===== src/rtl/clk_div_pkg.sv =====
// Shared definitions for the multi-channel programmable clock divider.
package clk_div_pkg;

    localparam int DIV_MIN = 2;

    typedef enum logic {
        IDLE = 1'b0,
        RUN  = 1'b1
    } chan_state_e;

    // High-phase length of a divide-by-n period: ceil(n/2).
    function automatic int unsigned half_up(input int unsigned n);
        return (n + 32'd1) / 32'd2;
    endfunction

endpackage


===== src/rtl/clk_div_chan.sv =====
// One divider channel: IDLE/RUN FSM, period counter, shadow divisor and
// boundary-aligned apply of divisor changes.
module clk_div_chan
    import clk_div_pkg::*;
#(
    parameter int CNT_W       = 8,
    parameter int DEFAULT_DIV = 12
) (
    input  logic             clk_12mhz,
    input  logic             rst,
    input  logic             en,
    input  logic             wr,
    input  logic [CNT_W-1:0] wr_div,
    output logic             clk_out,
    output logic             tick,
    output logic             pending,
    output logic             dbg_state
);

    localparam logic [CNT_W-1:0] DIV_RST  = CNT_W'(DEFAULT_DIV);
    localparam logic [CNT_W-1:0] HALF_RST = CNT_W'(half_up(DEFAULT_DIV));

    chan_state_e      state;
    chan_state_e      state_nxt;
    logic [CNT_W-1:0] c;
    logic [CNT_W-1:0] c_nxt;
    logic [CNT_W-1:0] n;
    logic [CNT_W-1:0] n_nxt;
    logic [CNT_W-1:0] h;
    logic [CNT_W-1:0] h_nxt;
    logic [CNT_W-1:0] s;
    logic [CNT_W-1:0] s_nxt;
    logic             pending_nxt;
    logic             clk_out_nxt;
    logic             tick_nxt;
    logic             wrap;
    logic             apply;
    logic             wr_take;

    assign wrap      = (state == RUN) && (c == n - CNT_W'(1));
    assign apply     = pending && ((state == IDLE) || wrap);
    // The top only forwards writes while nothing is pending; gated again here
    // so a stray write can never overwrite a divisor waiting to be applied.
    assign wr_take   = wr && !pending;
    assign dbg_state = (state == RUN);

    always_ff @(posedge clk_12mhz or posedge rst) begin
        if (rst) begin
            state   <= IDLE;
            c       <= '0;
            clk_out <= 1'b0;
            tick    <= 1'b0;
        end else begin
            state   <= state_nxt;
            c       <= c_nxt;
            clk_out <= clk_out_nxt;
            tick    <= tick_nxt;
        end
    end

    always_comb begin
        state_nxt   = state;
        c_nxt       = c;
        clk_out_nxt = 1'b0;
        tick_nxt    = 1'b0;
        case (state)
            IDLE: begin
                c_nxt = '0;
                if (en) begin
                    // This edge is c=0 of the first period.
                    state_nxt   = RUN;
                    c_nxt       = CNT_W'(1);
                    clk_out_nxt = 1'b1;
                    tick_nxt    = 1'b1;
                end
            end
            RUN: begin
                clk_out_nxt = (c < h);
                tick_nxt    = (c == '0);
                if (wrap) begin
                    c_nxt = '0;
                    if (!en) begin
                        state_nxt = IDLE;
                    end
                end else begin
                    c_nxt = c + CNT_W'(1);
                end
            end
            default: begin
                state_nxt = IDLE;
                c_nxt     = '0;
            end
        endcase
    end

    always_ff @(posedge clk_12mhz or posedge rst) begin
        if (rst) begin
            n       <= DIV_RST;
            h       <= HALF_RST;
            s       <= DIV_RST;
            pending <= 1'b0;
        end else begin
            n       <= n_nxt;
            h       <= h_nxt;
            s       <= s_nxt;
            pending <= pending_nxt;
        end
    end

    // Apply and write are mutually exclusive: apply needs pending=1, a write needs pending=0.
    always_comb begin
        n_nxt       = n;
        h_nxt       = h;
        s_nxt       = s;
        pending_nxt = pending;
        if (apply) begin
            n_nxt       = s;
            h_nxt       = CNT_W'(half_up(32'(s)));
            pending_nxt = 1'b0;
        end
        if (wr_take) begin
            s_nxt       = wr_div;
            pending_nxt = 1'b1;
        end
    end

endmodule


===== src/rtl/clk_div_multi.sv =====
// Multi-channel programmable clock divider on the 12 MHz board clock with a
// valid/ready divisor config port shared by all channels.
module clk_div_multi
    import clk_div_pkg::*;
#(
    parameter int  NUM_CH      = 2,
    parameter int  CNT_W       = 8,
    parameter int  DEFAULT_DIV = 12,
    localparam int CH_W        = (NUM_CH > 1) ? $clog2(NUM_CH) : 1
) (
    input  logic              clk_12mhz,
    input  logic              rst,
    input  logic [NUM_CH-1:0] en,
    input  logic              cfg_valid,
    input  logic [CH_W-1:0]   cfg_ch,
    input  logic [CNT_W-1:0]  cfg_div,
    output logic              cfg_ready,
    output logic              cfg_err,
    output logic [NUM_CH-1:0] clk_out,
    output logic [NUM_CH-1:0] tick,
    output logic [NUM_CH-1:0] pending,
    output logic [NUM_CH-1:0] dbg_state
);

    // Config handshake: a write transfers on a clock edge where cfg_valid && cfg_ready.
    // cfg_ready is low only while the addressed in-range channel still holds an
    // unapplied divisor; the master must keep cfg_ch/cfg_div stable until then.
    // Transferred writes that are illegal (divisor too small or no such
    // channel) are dropped and flagged by a one-cycle cfg_err.
    logic ch_in_range;
    logic div_legal;
    logic accept;
    logic legal;

    assign ch_in_range = (32'(cfg_ch) < NUM_CH);
    assign div_legal   = (cfg_div >= CNT_W'(DIV_MIN));
    assign legal       = ch_in_range && div_legal;
    assign accept      = cfg_valid && cfg_ready;

    always_comb begin
        cfg_ready = 1'b1;
        if (ch_in_range) begin
            cfg_ready = !pending[cfg_ch];
        end
    end

    always_ff @(posedge clk_12mhz or posedge rst) begin
        if (rst) begin
            cfg_err <= 1'b0;
        end else begin
            cfg_err <= accept && !legal;
        end
    end

    for (genvar k = 0; k < NUM_CH; k++) begin : g_chan
        logic wr;
        assign wr = accept && legal && (cfg_ch == CH_W'(k));

        clk_div_chan #(
            .CNT_W       (CNT_W),
            .DEFAULT_DIV (DEFAULT_DIV)
        ) u_chan (
            .clk_12mhz (clk_12mhz),
            .rst       (rst),
            .en        (en[k]),
            .wr        (wr),
            .wr_div    (cfg_div),
            .clk_out   (clk_out[k]),
            .tick      (tick[k]),
            .pending   (pending[k]),
            .dbg_state (dbg_state[k])
        );
    end

endmodule


===== config.mk =====
export PLATFORM = sky130hd
export DESIGN_NAME = clk_div_multi
export DESIGN_NICKNAME = d
export VERILOG_FILES = /design/src/rtl/clk_div_pkg.sv /design/src/rtl/clk_div_chan.sv /design/src/rtl/clk_div_multi.sv
export SDC_FILE = /design/constraint.sdc
export NUM_CORES = 1
export LEC_CHECK = 0
export ABC_AREA = 1
export BUFFER_PORTS_ARGS = -buffer_cell sky130_fd_sc_hd__clkbuf_2
export CORE_MARGIN = 3
export CORE_UTILIZATION = 50
export CTS_CLUSTER_DIAMETER = 200
export CTS_CLUSTER_SIZE = 28
export DETAILED_ROUTE_END_ITERATION = 8
export PLACE_DENSITY = 0.67
export SLEW_MARGIN = 20
export SYNTH_ARGS = -nofsm -noshare
export SYNTH_HDL_FRONTEND = slang
export SYNTH_SLANG_ARGS = --single-unit

===== constraint.sdc =====
create_clock -name clk_12mhz -period 5.1 [get_ports clk_12mhz]
set_clock_uncertainty 0.1 [all_clocks]
set_input_delay 0.51 -clock clk_12mhz [delete_from_list [all_inputs] [get_ports clk_12mhz]]
set_output_delay 0.51 -clock clk_12mhz [all_outputs]
set_load 0.01 [all_outputs]

== Word level (Yosys, flattened, before mapping) ==
Index checks and enable logic that the tools add are counted.

* Word-level logic and storage cells: 75
* Register bits: 73
* Output and inout bits: 10

* Multiplexer cells: 22
* Reductions and logical operators: 21
* Add/subtract/negate cells: 6
* Magnitude comparators: 4
* Bitwise gates (word level): 3
* Eq/ne operators: 2

{| class="wikitable"
|+ Operator list
! cell !! count
|-
| case mux 8 bit (2 select lines) || 2
|-
| adder 8 x 1 -> 9 bit, second input constant || 2
|-
| adder 8 x 1 -> 8 bit, second input constant || 2
|-
| equality test 8 bit || 2
|-
| logical NOT 8 bit || 2
|-
| less-than comparator 8 bit || 2
|-
| 2-to-1 mux 8 bit || 2
|-
| subtractor 8 x 1 -> 8 bit, second input constant || 2
|-
| 2-to-1 mux 1 bit || 12
|-
| case mux 1 bit (2 select lines) || 6
|-
| logical AND 1 bit || 11
|-
| >= comparator 8 x 2 -> 1 bit, second input constant || 1
|-
| logical NOT 1 bit || 4
|-
| nonzero test 2 bit || 2
|-
| inverter 1 bit || 3
|-
| logical OR 1 bit || 2
|-
| less-than comparator 1 x 2 -> 1 bit, second input constant || 1
|}

== Depth between registers and ports, before layout ==
* Depth after elaboration: 8
* Gate-level depth with buffers: 15
* Gate-level depth less buffers: 14

== By module ==
A second synthesis with hierarchy kept.

* Cells, all modules: 532
* Area, all modules: 4236.6 µm²

{| class="wikitable"
|+ By module, submodules not included
! module !! instances !! area an instance (µm²) !! seq. area each (µm²) !! cells an instance
|-
| clk_div_chan at g_chan[0].u_chan || 1 || 2068.2 || 908.4 || 258
|-
| clk_div_chan at g_chan[1].u_chan || 1 || 2067.0 || 908.4 || 257
|-
| clk_div_multi || 1 || 101.3 || 25.0 || 17
|}

== Worst setup path after synthesis ==
Ideal clock, no wire load.

* Path type: flip-flop to flip-flop
* From: reg g_chan[1].u_chan.n[0]
* To: reg g_chan[1].u_chan.n[6]
* Library setup time: 0.117 ns
* Data required time: 4.883 ns
* Path slack: 3.192 ns
* Buffers on the path: 1
* Data arrival time: 1.691 ns
* Cell stages (with the launch flop): 16
* Clock period less this slack: 1.908 ns
* Cell sequence: dfrtp_1 -> inv_1 -> ha_1 -> nand2_1 -> inv_1 -> nor2_1 -> nand2_1 -> nor2_1 -> nand2_1 -> nor2_1 -> nand3_2 -> nand2_4 -> nand2_4 -> buf_6 -> nand2_1 -> nand2_1

* Word-level cells in the longest chain between the ends: 5

{| class="wikitable"
|+ Ends and longest elaborated chain
! element !! RTL line !! text
|-
| start, declared || clk_div_chan.sv:27 || <nowiki>logic [CNT_W-1:0] n;</nowiki>
|-
| start signal, assigned || clk_div_chan.sv:103 || <nowiki>n <= n_nxt;</nowiki>
|-
| subtractor 8 x 1 -> 8 bit || clk_div_chan.sv:40 || <nowiki>assign wrap = (state == RUN) && (c == n - CNT_W'(1));</nowiki>
|-
| equality test 8 bit || clk_div_chan.sv:40 ||
|-
| logical AND 1 bit || clk_div_chan.sv:40 ||
|-
| logical OR 1 bit || clk_div_chan.sv:41 || <nowiki>assign apply = pending && ((state == IDLE) || wrap);</nowiki>
|-
| logical AND 1 bit || clk_div_chan.sv:41 ||
|}

No other way between the ends.
A chain may end at the register's enable or synchronous reset.

== Final worst setup path ==
Same ends and word-level chain as after synthesis.

==> metrics.yaml <==
async_reset_ff_share_pct: 100
area_delta_synth_final_pct: 7.47
diodes: 0
drt_iter0_drc: 147
clk_path_buf_depth: 2
postCtsHoldBufs: 0
synth-xor-area-share_pct: 6.43
die_w_um: 97.9
portBuffers: 23
syn_avg_cell_area_um2: 7.95
finalCritPeriodShare_pct: 45.2
dieArea_um2: 9580
nets: 581
synthTopCellsByArea: "dfrtp_1 36%, nand2_1 13%, dfstp_2 7.5%, nand3_1 7.1%, ha_1 6.5%"
netlist_area_um2: 4220
yosysWarnings: 0
num_io_pins: 24
path_clk_slew_ps: 90
fin_ws_ps: 2790
antenna_found_initial: 0
crit_type: "flip-flop to flip-flop"
grt_pass1_vias: 3211
synth_nets: 567
relSlewSlack_pct: 53.8
synthSimpleGateAreaFrac_pct: 29.5
cts.repair.resized: 0
crit_fanout: 25
yosysTopAreaCell: "dfrtp_1"
synth_top_family_by_area: "simple AND/OR/NAND/NOR gates"
yosys-top-cells-count: "143 x nand2_1, 63 x inv_1, 61 x dfrtp_1, 60 x nand3_1, 50 x nor2_1"
rsz0062_at_grt: "no"
grt_pass1_wl_mm: 15.0
pwr_density_cell_nw_per_um2: 242
drive_above_1_share_pct: 12.2
worstMarginPinSlew_ps: 694
rows: 32
maxCapViolCount: 0
ir_drop_mv: 0.127
ant_nets: 0
cts-buffers-inserted: 9
arrival_ps: 2440
hold_class: "primary input to asynchronous set/reset pin"
slowest_delay_ps: 400
synth-compound-area-share_pct: 4.59
final-hold-violation-count: 0
dp_slack_ps: 2800
maxSlewViolCount: 0
cp_slowest_cell: "dfrtp_1"
cts_tree: "built"
crit_path_frequent_cell: "nand2_1"
synth_edf_count: 0
ys_seq_elements: 73
setup-violations-final: 0
initial_core_util_pct: 53.0
cts-htree-levels: 3
post_cts_buffers: 0
grt_overflow: 0
cp-end-kind: "flip-flop"
cp.required_ps: 5240
vias: 3322
fin_cells: 652
synth_cell_type_count: 33
synthAdderAreaFrac_pct: 6.52
grt_max_degree: 53
status: "finished, final reports clean"
clock_latency_ps: 350
post_drt_via_cell_ratio: 5.10
placed_area_um2: 4330
synth_most_common_cell: "nand2_1"
synthCells: 531
core_area_um2: 7970
drcViolationCount: 0
dp_hpwl_mm: 6.19
dpl.cell_count: 636
numClockSinks: 73
cp_cell_sequence: "inv_1 -> ha_1 -> nand2_1 -> inv_1 -> nor2_1 -> nand2_1 -> nor2_1 -> nand2_1 -> nor2_1 -> nand3_2 -> nand2_4 -> nand2_4 -> nand2_1 -> nand2_1"
die_h_um: 97.9
leakage_nw: 2.34
seq_area_frac_synth_pct: 43.6
wl_per_cell_um: 12.8
fmax_ghz: 0.434
start_kind: "flip-flop"
synthFlopType: "dfrtp_1"
first_pass_iters: 4
min_period_ps: 2310
gp_congestion: 0.842
synth_top_area_share_pct: 36.1
final_cell_area_um2: 4540
cts_root_buf: "clkbuf_8"
synth.area.mux_share_pct: 0.237
wirelength_mm: 8.35
tns_ps: 0
grt_usage_pct: 19.2
==> cell families after synthesis <==
kind of cell,Yosys count
adder cells (fa/ha/maj),22
XOR/XNOR,31
flip-flops,73
multiplexers,1
AO/OA/AOI/OAI,36
buffers and inverters,85
AND/OR/NAND/NOR,283
==> through the flow <==
step                power (mW)  hold slack [ps]  utilization (%)
floorplan                0.619              342                -
global placement         0.632              351             54.3
detailed placement       0.633              355             54.3
CTS                       1.11             43.1             57.0
global route              1.15             59.1             57.0
finish                    1.10             42.5             57.0
==> sequential cells by signal, indices dropped and copies added, names as in the netlist <==
name                     count
g_chan.u_chan.pending        2
g_chan.u_chan.dbg_state      2
g_chan.u_chan.clk_out        2
g_chan.u_chan.s             16
g_chan.u_chan.h             16
g_chan.u_chan.c             16
g_chan.u_chan.n             16
g_chan.u_chan.tick           2
cfg_err                      1
==> where the power goes <==
group | leakage (nW) | internal, mW | switching [mW]
sequential | 0.919 | 0.585 | 0.00672
combinational | 1.32 | 0.00928 | 0.0201
clock | 0.103 | 0.244 | 0.234
==> cell usage in the layout, fill, tap and decap left out, types with 2 or more instances in the layout <==
cell type  Yosys  final
dfstp_2       12     12
xor2_1        16     16
nor3_2         2      2
clkbuf_2       1     23
ha_1          22     22
nor3_1         4      4
a31oi_1        2      2
a21oi_1        8      8
inv_2          1      2
or2_1          2      2
inv_6          0      2
xnor2_1       15     15
nand4_1        7      7
nand3_2        2      2
clkbuf_8       0     10
nor3b_1        2      2
nand2_1      143    143
o2111ai_1      2      2
nor2_1        50     50
clkinv_4       0      2
nand2_4        4      4
inv_1         63     62
nor2_2         3      3
nor4_1         2      2
nand3_1       60     60
o21ai_0       23     23
dfrtp_1       61     61
==> worst paths after layout <==
path / startpoint / end / slack (ps) / depth (start not counted)
setup / recovery: g_chan[1].u_chan.n[0] / g_chan[1].u_chan.n[6] / 2790 / 14
hold / removal: rst / g_chan[1].u_chan.s[6] / 40 / 2
setup reg to reg: g_chan[1].u_chan.n[0] / g_chan[1].u_chan.n[6] / 2790 / 14
hold reg to reg: g_chan[0].u_chan.h[2] / g_chan[0].u_chan.h[2] / 370 / 2
max in group asynchronous: rst / g_chan[0].u_chan.c[3] / 3840 / 3
min in group clk_12mhz: en[0] / g_chan[0].u_chan.dbg_state / 260 / 3
==> worst max-delay path, delay by kind of cell, from the launching register on <==
family | cells | cell delay [ps]
AND/OR/NAND/NOR | 11 | 1240
flip-flops | 1 | 400
adder cells (fa/ha/maj) | 1 | 320
buffers and inverters | 2 | 150
==> per-layer routing <==
metal  part of all wire (%)  GRT usage (%)  vias up
li1                       -              -     1708
met1                     52           28.9     1549
met2                     43           27.7       50
met3                    3.5           3.64       15
met4                    1.6           6.71        0
met5                      0              0        -
==> area by class of cell <==
cell class,instances,area (um2)
sequential,73,1840
timing repair buffer,24,123
clock inverter,6,72.6
fill,768,3430
tap,102,128
clock buffer,10,138
inverter,64,240
multi-input combinational,373,2000
No activity file was read; power rests on OpenSTA's default activity.
